<file path="config.mk">
export PLATFORM = sky130hd
export DESIGN_NAME = prog_branch_lut
export DESIGN_NICKNAME = d
export VERILOG_FILES = /design/src/rtl/prog_branch_lut_pkg.sv /design/src/rtl/prog_branch_lut_lut_mem.sv /design/src/rtl/prog_branch_lut.sv
export SDC_FILE = /design/constraint.sdc
export NUM_CORES = 1
export LEC_CHECK = 0
export BUFFER_PORTS_ARGS = -buffer_cell sky130_fd_sc_hd__buf_2
export CAP_MARGIN = 20
export CORE_ASPECT_RATIO = 2
export CORE_MARGIN = 4
export CORE_UTILIZATION = 35
export CTS_BUF_LIST = sky130_fd_sc_hd__clkbuf_16
export CTS_CLUSTER_SIZE = 28
export DETAILED_ROUTE_END_ITERATION = 8
export GPL_TIMING_DRIVEN = 0
export PLACE_DENSITY_LB_ADDON = 0.05
export SYNTH_ARGS = -nofsm -noshare
export SYNTH_HDL_FRONTEND = slang
export SYNTH_SLANG_ARGS = --single-unit
</file>
<file path="constraint.sdc">
create_clock -name Clk -period 3.4 [get_ports Clk]
set_input_delay 0.51 -clock Clk [delete_from_list [all_inputs] [get_ports Clk]]
set_output_delay 0.51 -clock Clk [all_outputs]
set_load 0.02 [all_outputs]
</file>
<file path="src/rtl/prog_branch_lut_pkg.sv">
// Shared types, constants and target arithmetic for the programmable branch-offset LUT.
package prog_branch_lut_pkg;

    typedef enum logic {
        INIT,
        IDLE
    } lut_state_t;

    // Every entry starts as a plain sequential advance.
    localparam int DEFAULT_ENTRY = 1;

    localparam int MAX_W = 32;

    function automatic logic [MAX_W-1:0] sext_add(
        input logic [MAX_W-1:0] pc,
        input logic [MAX_W-1:0] off,
        input int               off_w
    );
        logic [MAX_W-1:0] ext;
        ext = off;
        for (int b = 0; b < MAX_W; b++) begin
            if (b >= off_w) begin
                ext[b] = off[off_w-1];
            end
        end
        return pc + ext;
    endfunction

endpackage

</file>
<file path="src/rtl/prog_branch_lut_lut_mem.sv">
// Flat offset storage for all banks: one synchronous write port, one combinational read port.
module lut_mem
    import prog_branch_lut_pkg::*;
#(
    parameter int ENTRIES = 32,
    parameter int ADDR_W  = 5,
    parameter int DATA_W  = 10
) (
    input  logic              clk_i,
    input  logic              we_i,
    input  logic [ADDR_W-1:0] waddr_i,
    input  logic [DATA_W-1:0] wdata_i,
    input  logic [ADDR_W-1:0] raddr_i,
    output logic [DATA_W-1:0] rdata_o
);

    logic [DATA_W-1:0] mem_q [ENTRIES];

    always_ff @(posedge clk_i) begin
        if (we_i) begin
            mem_q[waddr_i] <= wdata_i;
        end
    end

    assign rdata_o = mem_q[raddr_i];

endmodule

</file>
<file path="src/rtl/prog_branch_lut.sv">
// Programmable multi-bank branch-offset LUT with a registered lookup returning offset and PC target.
module prog_branch_lut
    import prog_branch_lut_pkg::*;
#(
    parameter int IDX_W = 4,
    parameter int OUT_W = 10,
    parameter int BANKS = 2,
    parameter int PC_W  = 10,
    localparam int BK_W = (BANKS > 1) ? $clog2(BANKS) : 1
) (
    input  logic             Clk,
    input  logic             Reset,
    input  logic             RdEn,
    input  logic [BK_W-1:0]  Bank,
    input  logic [IDX_W-1:0] Index,
    input  logic [PC_W-1:0]  PC,
    output logic [OUT_W-1:0] Out,
    output logic [PC_W-1:0]  Target,
    output logic             OutValid,
    input  logic             WrEn,
    input  logic [BK_W-1:0]  WrBank,
    input  logic [IDX_W-1:0] WrIndex,
    input  logic [OUT_W-1:0] WrData,
    output logic             WrReady,
    input  logic             Init,
    output logic             Busy
);

    localparam int DEPTH  = 2**IDX_W;
    localparam int TOTAL  = BANKS * DEPTH;
    localparam int ADDR_W = (TOTAL > 1) ? $clog2(TOTAL) : 1;
    localparam logic [ADDR_W-1:0] LAST_ADDR = ADDR_W'(TOTAL - 1);

    lut_state_t        state_q;
    logic [ADDR_W-1:0] cnt_q;
    logic [OUT_W-1:0]  out_q;
    logic [PC_W-1:0]   target_q;
    logic              outValid_q;
    logic              wrReady_q;
    logic              busy_q;

    logic              rdBankOk;
    logic              wrBankOk;
    logic              userWe;
    logic              memWe;
    logic              bypass;
    logic [ADDR_W-1:0] rdAddr;
    logic [ADDR_W-1:0] wrAddr;
    logic [ADDR_W-1:0] memWaddr;
    logic [OUT_W-1:0]  memWdata;
    logic [OUT_W-1:0]  memRdata;
    logic [OUT_W-1:0]  out_d;
    logic [PC_W-1:0]   target_d;

    // Out-of-range banks only exist when BANKS is not a power of two; they read as zero offset.
    always_comb begin
        rdBankOk = int'(Bank) < BANKS;
        wrBankOk = int'(WrBank) < BANKS;
        rdAddr   = rdBankOk ? ADDR_W'(int'(Bank) * DEPTH + int'(Index)) : '0;
        wrAddr   = wrBankOk ? ADDR_W'(int'(WrBank) * DEPTH + int'(WrIndex)) : '0;
        userWe   = (state_q == IDLE) && WrEn && wrReady_q && !Init && wrBankOk;
        memWe    = (state_q == INIT) || userWe;
        memWaddr = (state_q == INIT) ? cnt_q : wrAddr;
        memWdata = (state_q == INIT) ? OUT_W'(DEFAULT_ENTRY) : WrData;
        bypass   = userWe && rdBankOk && (WrBank == Bank) && (WrIndex == Index);
        if (!rdBankOk) begin
            out_d = '0;
        end else if (bypass) begin
            out_d = WrData;
        end else begin
            out_d = memRdata;
        end
        target_d = PC_W'(sext_add(MAX_W'(PC), MAX_W'(out_d), OUT_W));
    end

    lut_mem #(
        .ENTRIES (TOTAL),
        .ADDR_W  (ADDR_W),
        .DATA_W  (OUT_W)
    ) u_mem (
        .clk_i   (Clk),
        .we_i    (memWe),
        .waddr_i (memWaddr),
        .wdata_i (memWdata),
        .raddr_i (rdAddr),
        .rdata_o (memRdata)
    );

    // Init restarts the default walk from entry 0 whichever state it arrives in.
    always_ff @(posedge Clk or negedge Reset) begin
        if (!Reset) begin
            state_q    <= INIT;
            cnt_q      <= '0;
            out_q      <= '0;
            target_q   <= '0;
            outValid_q <= 1'b0;
            wrReady_q  <= 1'b0;
            busy_q     <= 1'b1;
        end else begin
            outValid_q <= 1'b0;
            case (state_q)
                INIT: begin
                    if (Init) begin
                        cnt_q <= '0;
                    end else if (cnt_q == LAST_ADDR) begin
                        state_q   <= IDLE;
                        cnt_q     <= '0;
                        busy_q    <= 1'b0;
                        wrReady_q <= 1'b1;
                    end else begin
                        cnt_q <= cnt_q + 1'b1;
                    end
                end
                IDLE: begin
                    if (RdEn) begin
                        out_q      <= out_d;
                        target_q   <= target_d;
                        outValid_q <= 1'b1;
                    end
                    if (Init) begin
                        state_q   <= INIT;
                        cnt_q     <= '0;
                        busy_q    <= 1'b1;
                        wrReady_q <= 1'b0;
                    end
                end
                default: begin
                    state_q <= INIT;
                    cnt_q   <= '0;
                end
            endcase
        end
    end

    assign Out      = out_q;
    assign Target   = target_q;
    assign OutValid = outValid_q;
    assign WrReady  = wrReady_q;
    assign Busy     = busy_q;

endmodule

</file>
==> results of run 1 <==
[worst paths after layout]
path                       cells past startpoint   endpoint  slack, ns                from
setup / recovery                              14  Target[8]      -0.19            Index[0]
hold / removal                                 1   cnt_q[2]       0.02               Reset
setup reg to reg                              12  Target[8]      -0.17  u_mem.mem_q[11][0]
hold reg to reg                                2  Target[3]       0.48           Target[3]
max in group asynchronous                      1  Target[2]       2.90               Reset
min in group Clk                               2   cnt_q[0]       0.34                Init
[state kept, by name (all words and copies together) (netlist names)]
register / count
Out: 10
OutValid: 1
Busy: 1
Target: 10
cnt_q: 5
u_mem.mem_q: 320
WrReady: 1
state_q: 1
[cells in the final DEF (no fill, tap or decap), types with 3 or more instances in the layout]
| cell type | Yosys | final |
|---|---|---|
| a22oi_1 | 4 | 4 |
| buf_16 | 0 | 5 |
| bufinv_16 | 0 | 3 |
| mux4_2 | 98 | 98 |
| nand3_1 | 10 | 9 |
| buf_4 | 8 | 24 |
| buf_8 | 0 | 3 |
| and3_1 | 4 | 4 |
| mux2i_1 | 16 | 8 |
| nor2_1 | 58 | 54 |
| ha_1 | 11 | 7 |
| o211ai_1 | 4 | 4 |
| a21oi_1 | 21 | 13 |
| edfxtp_1 | 320 | 320 |
| clkbuf_1 | 12 | 6 |
| xor2_1 | 4 | 4 |
| clkinv_2 | 0 | 3 |
| inv_1 | 12 | 22 |
| buf_2 | 6 | 57 |
| nor2_2 | 0 | 4 |
| o21ai_0 | 7 | 7 |
| mux2_2 | 13 | 13 |
| buf_6 | 1 | 12 |
| clkbuf_2 | 0 | 4 |
| clkinv_1 | 1 | 8 |
| buf_12 | 0 | 8 |
| dfrtp_1 | 28 | 28 |
| mux2i_4 | 0 | 7 |
| xnor2_1 | 6 | 6 |
| nand2_1 | 18 | 18 |
| clkbuf_16 | 0 | 36 |
| nand2b_1 | 4 | 4 |
| a21oi_2 | 0 | 6 |
| and2_1 | 9 | 7 |
[stage by stage]
stage	utilization (%)	std cells	setup WS (ns)	hold WS [ns]	TNS [ns]
2_1_floorplan	-	710	-0.2793	0.2144	-0.6361
3_3_place_gp	37.88	1292	-1.370	0.4703	-7.254
3_5_place_dp	38.72	1316	-1.404	0.4738	-7.524
4_1_cts	41.93	1384	-0.2729	0.01864	-0.6721
5_1_grt	42.44	1395	-0.2723	0.05987	-0.6992
6_report	42.44	1395	-0.1910	0.02224	-0.4736
[area by class of cell]
cell class | count | area, um^2
fill | 3683 | 23070
buffer | 32 | 305.3
clock inverter | 27 | 214.0
inverter | 13 | 48.80
timing repair buffer | 92 | 720.7
tap | 530 | 663.1
clock buffer | 36 | 900.9
sequential | 349 | 10340
multi-input combinational | 316 | 3820
[worst max-delay path, cell delays in order]
cell and delay (ns):
buf_12 0.16, buf_12 0.18, mux4_2 0.59, mux4_2 0.57
mux2i_4 0.21, a21oi_2 0.10, ha_2 0.21, fa_2 0.34
a21o_1 0.18, a21oi_2 0.17, o21bai_2 0.09, a211o_1 0.27
a2111o_1 0.36, nand3_1 0.09
[logic make-up after synthesis]
family                     count (synthesis)  synth area share, %
AOI/OAI and AO/OA                         55                2.543
xor gates and xnor gates                  10               0.6181
adders and majority gates                 12                1.113
buffers and inverters                     45                1.510
DFF                                      349                72.95
muxes                                    127                17.74
and+or+nand+nor                          112                3.524
[layer usage]
metal,up-vias,wire [um],GRT usage (%)
met1,3896,12670,18.46
met2,139,23840,36.45
met5,-,0,0
met3,53,1060,2.012
met4,0,1683,7.687
li1,3159,-,-
[power by group through the flow]
stage | Clock [mW] | Combinational [mW] | Sequential, mW
after floorplan | 0 | 0.400 | 4.85
after global placement | 0 | 0.684 | 4.82
after detailed placement | 0 | 0.695 | 4.82
after CTS | 3.89 | 0.742 | 4.73
after global routing | 4.07 | 0.819 | 4.73
final | 3.78 | 0.769 | 4.73
[what timing repair did]
action	in CTS	in global routing
pin swaps	6	12
setup buffers	5	4
gates resized for setup	34	21
setup endpoints to repair	7	4
==> impl_metrics.toml, run 1 <==
[outcome]
outcome = "finished with violations"
violations = "setup timing"

[clocking]
cts_htree_levels = 2
clk_path_buf_depth = 3
numClockSinks = 349
insertion_delay_ns = 0.53
cts_root_buf = "clkbuf_16"
cts_tree = "built"
clkTransAtPathRegs_ns = 0.07
numCtsBuffers = 35
holdBufCountCts = 0

[global_routing]
grt_max_degree = 33
grt_pass1_vias = 8122
grt_pass1_wl_um = 56440
track_usage_pct = 18.24
grt_overflow = 0
antenna_found_initial = 0

[die]
floorplan.rows = 104
die_h_um = 292.5
fp.dieArea_um2 = 43960
core_area_um2 = 40080
ioPinCount = 58
die_x_um = 150.3
floorplan.initialDensity_pct = 35.35

[route]
postRouteAntennaNets = 0
drtIter0Drc = 490
drc = 0
vias = 7247
vias_per_cell = 5.195
first_pass_iters = 5
wire_per_inst_um = 28.13
drt-total-wl_um = 39250

[pwr]
p_sw_share_pct = 22.35
p_seq_share_pct = 51.0
p_per_area_nw_per_um2 = 545.2
p_leak_nw = 6.001
p_clk_share_pct = 40.7
vdd_ir_drop_max_mv = 0.3635
power_frac_comb_pct = 8.3
p_total_mw = 9.273
p_int_mw = 7.201
netSwitchingPower_mw = 2.072

[yosys]
synth_top_area_share_pct = 67.82
synthCells = 710
synth_common_cells = "edfxtp_1 (320), mux4_2 (98), nor2_1 (58), dfrtp_1 (28), a21oi_1 (21)"
avgSynthCellArea_um2 = 19.96
netlist_area_um2 = 14170
ys_types = 50
synth-seq-cells = 349
synthArstFlopShare_pct = 8.309
synth_edf_count = 320
yosys.area.top_type = "edfxtp_1"
yosys_most_used_dff = "edfxtp_1"
syn-num-nets = 757
yosysWarnings = 0
synth_area_leaders = "edfxtp_1 (68%), mux4_2 (16%), dfrtp_1 (4.9%)"
synth_most_common_cell = "edfxtp_1"
ys_seq_area_share_pct = 72.95

[critical_path]
endpoint_kind = "flop"
critPathLaunchType = "input pin"
cp_data_arrival_time_ns = 4.04
crit_fanout = 10
cp.required_ns = 3.85
worstSetupPathType = "input pin to flop"

[worst_hold_path]
min_path_type = "input pin to asynchronous set/reset pin"

[sta]
worstMarginPinSlew_ns = 1.106
relSlewSlack_pct = 26.00
setup_viol = 3
rsz0062_at_grt = "true"
clock.fmax_mhz = 278.5
fin_worst_skew_ns = 0.02599
fin_crit_sh_pct = 105.6
fin_ws_ns = -0.1910
hold_viol = 0
min_period_ns = 3.591
maxSlewViolCount = 0

[placed_design]
placed_area_um2 = 15520
hpwl_um = 28350
io_buffers = 52
place_congestion = 0.7968

[run]
drv_cap = 0

[final_layout]
final_area_um2 = 17010
drive_gt1_share_pct = 35.38
layout.nets = 886
syn_to_final_growth_pct = 20.05
diodes = 0
(Power assumes the default switching activity.)
==> run 2: changes to the inputs <==
Settings changed: BUFFER_PORTS_ARGS -buffer_cell sky130_fd_sc_hd__buf_2 to not set, DONT_BUFFER_PORTS set to 1.
Clock period 3.4 ns to 4.6 ns, I/O delays scaled along.
==> run 2 against run 1 <==
The run now ends clean. Via count is 2.8% lower. First-iteration DRC count up 6.5%. Combinational power down 45%. Non-clock buffer count is 55 lower. Global-route usage grew 0.18 points. Design area down 2.8%. Critical path depth stayed put. Setup slack gained 0.41 ns. Critical path type unchanged. Critical endpoint unchanged. Largest cell class unchanged. Largest power group unchanged. Highest routed layer unchanged.
==> impl_metrics.toml, run 2 (synthesis gave the netlist of run 1 again) <==
[final_layout]
drive_gt1_share_pct = 27.99
top_register = "u_mem.mem_q"
fillers = 3641
final_cell_mix = "edfxtp_1 (320), mux4_2 (98), nor2_1 (52)"
final_area_um2 = 16530
mostFrequentLayoutCell = "edfxtp_1"
largest_register_ff_count = 320
layout.nets = 831
diodes = 0
syn_to_final_growth_pct = 16.64

[placed_design]
io_buffers = 0
place_congestion = 0.7746
dpl_worst_slack_ns = -0.7849
hpwl_um = 29260
placed_area_um2 = 15250

[route]
drtIter0Drc = 522
first_pass_iters = 5
drt-total-wl_um = 39560
wire_per_inst_um = 29.50
postRouteAntennaNets = 0
vias_per_cell = 5.254
drc = 0
vias = 7045

[die]
fp.dieArea_um2 = 43960
floorplan.initialDensity_pct = 35.35
die_x_um = 150.3
die_h_um = 292.5
ioPinCount = 58
core_area_um2 = 40080
floorplan.rows = 104

[global_routing]
grt_overflow = 0
antenna_found_initial = 0
grt_max_degree = 33
track_usage_pct = 18.42
grt_pass1_wl_um = 56380
grt_pass1_vias = 7719

[pwr]
vdd_ir_drop_max_mv = 0.1925
p_per_area_nw_per_um2 = 419.5
p_leak_nw = 5.708

[clocking]
cts_htree_levels = 2
insertion_delay_ns = 0.53
cts_root_buf = "clkbuf_16"
clkTransAtPathRegs_ns = 0.06
cts_tree = "built"
numClockSinks = 349
numCtsBuffers = 35
clk_path_buf_depth = 3

[sta]
worstMarginPinSlew_ns = 1.074
relSlewSlack_pct = 28.38
maxSlewViolCount = 0
hold_viol = 0
setup_viol = 0
fin_worst_skew_ns = 0.01826
fin_crit_sh_pct = 95.34
setup-tns-final_ns = 0
clock.fmax_mhz = 228.0
min_period_ns = 4.386
fin_ws_ns = 0.2144
rsz0062_at_grt = "false"

[run]
drv_cap = 0

[critical_path]
worstSetupPathType = "input pin to flop"
cp_data_arrival_time_ns = 4.84
critPathLaunchType = "input pin"
endpoint_kind = "flop"
cp.required_ns = 5.05
crit_fanout = 10

[outcome]
outcome = "finished clean"

[worst_hold_path]
min_path_type = "input pin to flop"
[run 2: changes by cell type in the layout (fill, tap and decap cells not counted), sizes merged]
cell           delta
buf              -56
inv               -7
bufinv            +3
clkinv            +3
clkinvlp          +3
clkdlybuf4s15     -1
dlygate4sd3       +1
[run 2: final timing paths]
path                              startpoint        end  slack [ns]  depth (start not counted)
min in group asynchronous              Reset   cnt_q[2]        0.60                          2
max reg2reg                u_mem.mem_q[3][0]  Target[8]        0.54                         12
max                                 Index[1]  Target[8]        0.21                         14
min                                    PC[0]  Target[0]        0.47                          2
max in group asynchronous              Reset       Busy        3.76                          2
min reg2reg                             Busy       Busy        0.55                          2
[run 2: power breakdown]
group	total (mW)	internal, mW	switching [mW]
combinational	0.424	0.185	0.238
clock	2.98	1.74	1.24
sequential	3.53	3.47	0.0575
total	6.93	5.40	1.53
[run 2: what timing repair did]
| action | CTS | global route |
|---|---|---|
| buffers inserted | 0 | 0 |
| resized for setup | 3 | 6 |
| setup endpoints to repair | 3 | 2 |
| hold buffers | 2 | 0 |
| hold endpoints to repair | 29 | 0 |
[run 2: layout make-up]
class,instances,area (um^2),area share [%]
Sequential cell,349,10340,62.55
Multi-Input combinational cell,316,3637,22.01
Clock buffer,35,875.8,5.300
Tap cell,530,663.1,4.013
Timing Repair Buffer,37,473.0,2.862
Clock inverter,29,315.3,1.908
Buffer,32,176.4,1.068
Inverter,13,48.80,0.2953
[run 2: metal layers]
metal | wire length [um] | share of wire, % | GRT usage, % | vias to the layer above
met5 | 0 | 0 | 0 | -
met4 | 1590 | 4.0 | 7.464 | 0
met3 | 1317 | 3.3 | 2.307 | 58
met2 | 23840 | 60 | 36.61 | 178
met1 | 12810 | 32 | 18.78 | 3756
li1 | - | - | - | 3053
[run 2: metrics by stage]
stage               cells  power, mW  hold WS [ns]  utilization (%)
floorplan             710      3.870        0.3944                -
global placement     1240      4.007        0.3955            37.01
detailed placement   1273      4.024        0.3951            38.06
CTS                  1339      7.022        0.4379            41.12
global route         1341      7.181        0.4678            41.23
finish               1341      6.932        0.4705            41.23
[run 2: worst max-delay path, stage by stage]
cell,delay [ns]
buf_2,0.37
buf_4,0.33
mux4_2,0.36
mux4_2,0.54
mux2i_2,0.29
a21oi_1,0.19
ha_1,0.29
fa_1,0.43
a21o_1,0.18
a21oi_1,0.23
o21bai_1,0.13
a211o_1,0.32
a2111o_1,0.37
nand3_1,0.09
==> run 3: changes to the inputs <==
Clock period 4.6 ns to 3.8 ns, I/O delays scaled along.
==> run 3 against run 2 <==
Non-clock buffer count up 5. Setup slack got worse by 0.19 ns. Clock-buffer cell count rose by 1. Critical path type unchanged.
==> impl_metrics.toml, run 3 (synthesis gave the netlist of run 1 again) <==
[outcome]
outcome = "finished clean"

[final_layout]
final_cell_mix = "edfxtp_1 (320), mux4_2 (98), nor2_1 (58)"
multi_input_area_um2 = 3732
top_register = "u_mem.mem_q"
drive_gt1_share_pct = 31.08
mostFrequentLayoutCell = "edfxtp_1"
final_cells = 1344
layout.nets = 836
largest_register_ff_count = 320
fillers = 3644
regArea_um2 = 10340
final_area_um2 = 16820
diodes = 0
fin_util_pct = 41.96
syn_to_final_growth_pct = 18.69

[clocking]
numClockSinks = 349
clkTransAtPathRegs_ns = 0.06
clk_path_buf_depth = 3
cts_root_buf = "clkbuf_16"
numCtsBuffers = 35
cts_tree = "built"
insertion_delay_ns = 0.52
cts_htree_levels = 2

[run]
drv_cap = 0

[sta]
hold-worst-slack_ns = 0.3417
clock.fmax_mhz = 264.9
fin_ws_ns = 0.02567
worstMarginPinSlew_ns = 1.227
fin_worst_skew_ns = 0.01727
relSlewSlack_pct = 18.23
maxSlewViolCount = 0
min_period_ns = 3.774
setup_viol = 0
fin_crit_sh_pct = 99.32
rsz0062_at_grt = "true"
hold_viol = 0

[die]
floorplan.initialDensity_pct = 35.35
die_h_um = 292.5
floorplan.rows = 104
core_area_um2 = 40080
fp.dieArea_um2 = 43960
die_x_um = 150.3
ioPinCount = 58

[critical_path]
critPathLaunchType = "input pin"
worstSetupPathType = "input pin to flop"
r2r_start = "u_mem.mem_q[10][1]"
cp.required_ns = 4.20
cp-startpoint = "Index[0]"
crit_fanout = 10
endpoint_kind = "flop"
cp_data_arrival_time_ns = 4.17

[global_routing]
track_usage_pct = 17.99
grt_overflow = 0
grt_pass1_wl_um = 55440
grt_max_degree = 33
grt_pass1_vias = 7688
antenna_found_initial = 1

[pwr]
p_per_area_nw_per_um2 = 510.8
vdd_ir_drop_max_mv = 0.2991
p_leak_nw = 5.830

[worst_hold_path]
min_path_type = "input pin to flop"
holdCritStartpoint = "PC[0]"

[placed_design]
io_buffers = 0
hpwl_um = 28230
placedCellCount = 1268
placed_area_um2 = 15250
place_congestion = 0.7706
dpl_worst_slack_ns = -1.182

[route]
wire_per_inst_um = 29.00
postRouteAntennaNets = 0
drtIter0Drc = 488
vias = 7051
vias_per_cell = 5.246
drc = 0
first_pass_iters = 5
drt-total-wl_um = 38980
-- run 3: cell types whose count changed in the layout (fill, tap and decap cells not counted), sizes merged --
| cell | before | now |
|---|---|---|
| clkinv | 16 | 11 |
| buf | 55 | 56 |
| clkbuf | 48 | 52 |
| clkdlybuf4s15 | 0 | 1 |
| inv | 17 | 20 |
| clkinvlp | 3 | 0 |
| bufinv | 6 | 8 |
-- run 3: where the power goes --
group | internal (mW) | leakage [nW] | total [mW] | switching [mW]
clock network | 2.27 | 0.630 | 3.74 | 1.47
registers | 4.20 | 3.49 | 4.27 | 0.0714
logic | 0.262 | 1.71 | 0.571 | 0.309
total | 6.74 | 5.83 | 8.59 | 1.85
-- run 3: layout make-up --
cell class | instances | share of cell area (%)
plain buffers | 32 | 1.838
clock buffers | 36 | 5.357
clock inverters | 26 | 2.001
inverters | 13 | 0.2902
multi-input cells | 316 | 22.19
flip-flops and latches | 349 | 61.47
well taps | 530 | 3.943
repair buffers | 42 | 2.909
-- run 3: path summary, 6_finish.rpt --
check / endpoint / slack, ns / cells after the start
setup / recovery: Target[9] / 0.03 / 13
hold / removal: Target[0] / 0.34 / 2
setup reg to reg: Target[9] / 0.09 / 11
hold reg to reg: Busy / 0.55 / 2
max in group asynchronous: Busy / 3.08 / 2
min in group asynchronous: cnt_q[4] / 0.48 / 2
-- run 3: critical path, cell delays in order --
cell and delay (ns):
buf_16 0.16, clkbuf_16 0.18, mux4_2 0.57, mux4_2 0.58, mux2i_4 0.27, a21oi_2 0.14, ha_1 0.35, a211oi_2 0.27
o211ai_1 0.18, a211o_1 0.29, nand3_1 0.14, nor3_1 0.07, or3_1 0.38
-- run 3: through the flow --
stage,power (mW),setup TNS (ns)
5_1_grt,8.892,-0.01181
2_1_floorplan,4.697,0
3_5_place_dp,4.884,-5.297
3_3_place_gp,4.869,-5.391
6_report,8.590,0
4_1_cts,8.682,-0.002319
-- run 3: repair_timing --
item / in CTS / in global routing
gates resized for setup: 30 / 15
hold endpoints to repair: 29 / 0
pin swaps: 0 / 7
buffers inserted: 2 / 5
hold buffers: 2 / 0
endpoints found under the setup margin: 5 / 2
cloned: 0 / 1
-- run 3: metal layers --
layer	GRT usage, %	wire length [um]	up-vias
met5	0	0	-
met3	2.260	1211	51
met2	36.16	23650	154
li1	-	-	3051
met1	18.45	12800	3795
met4	6.212	1309	0
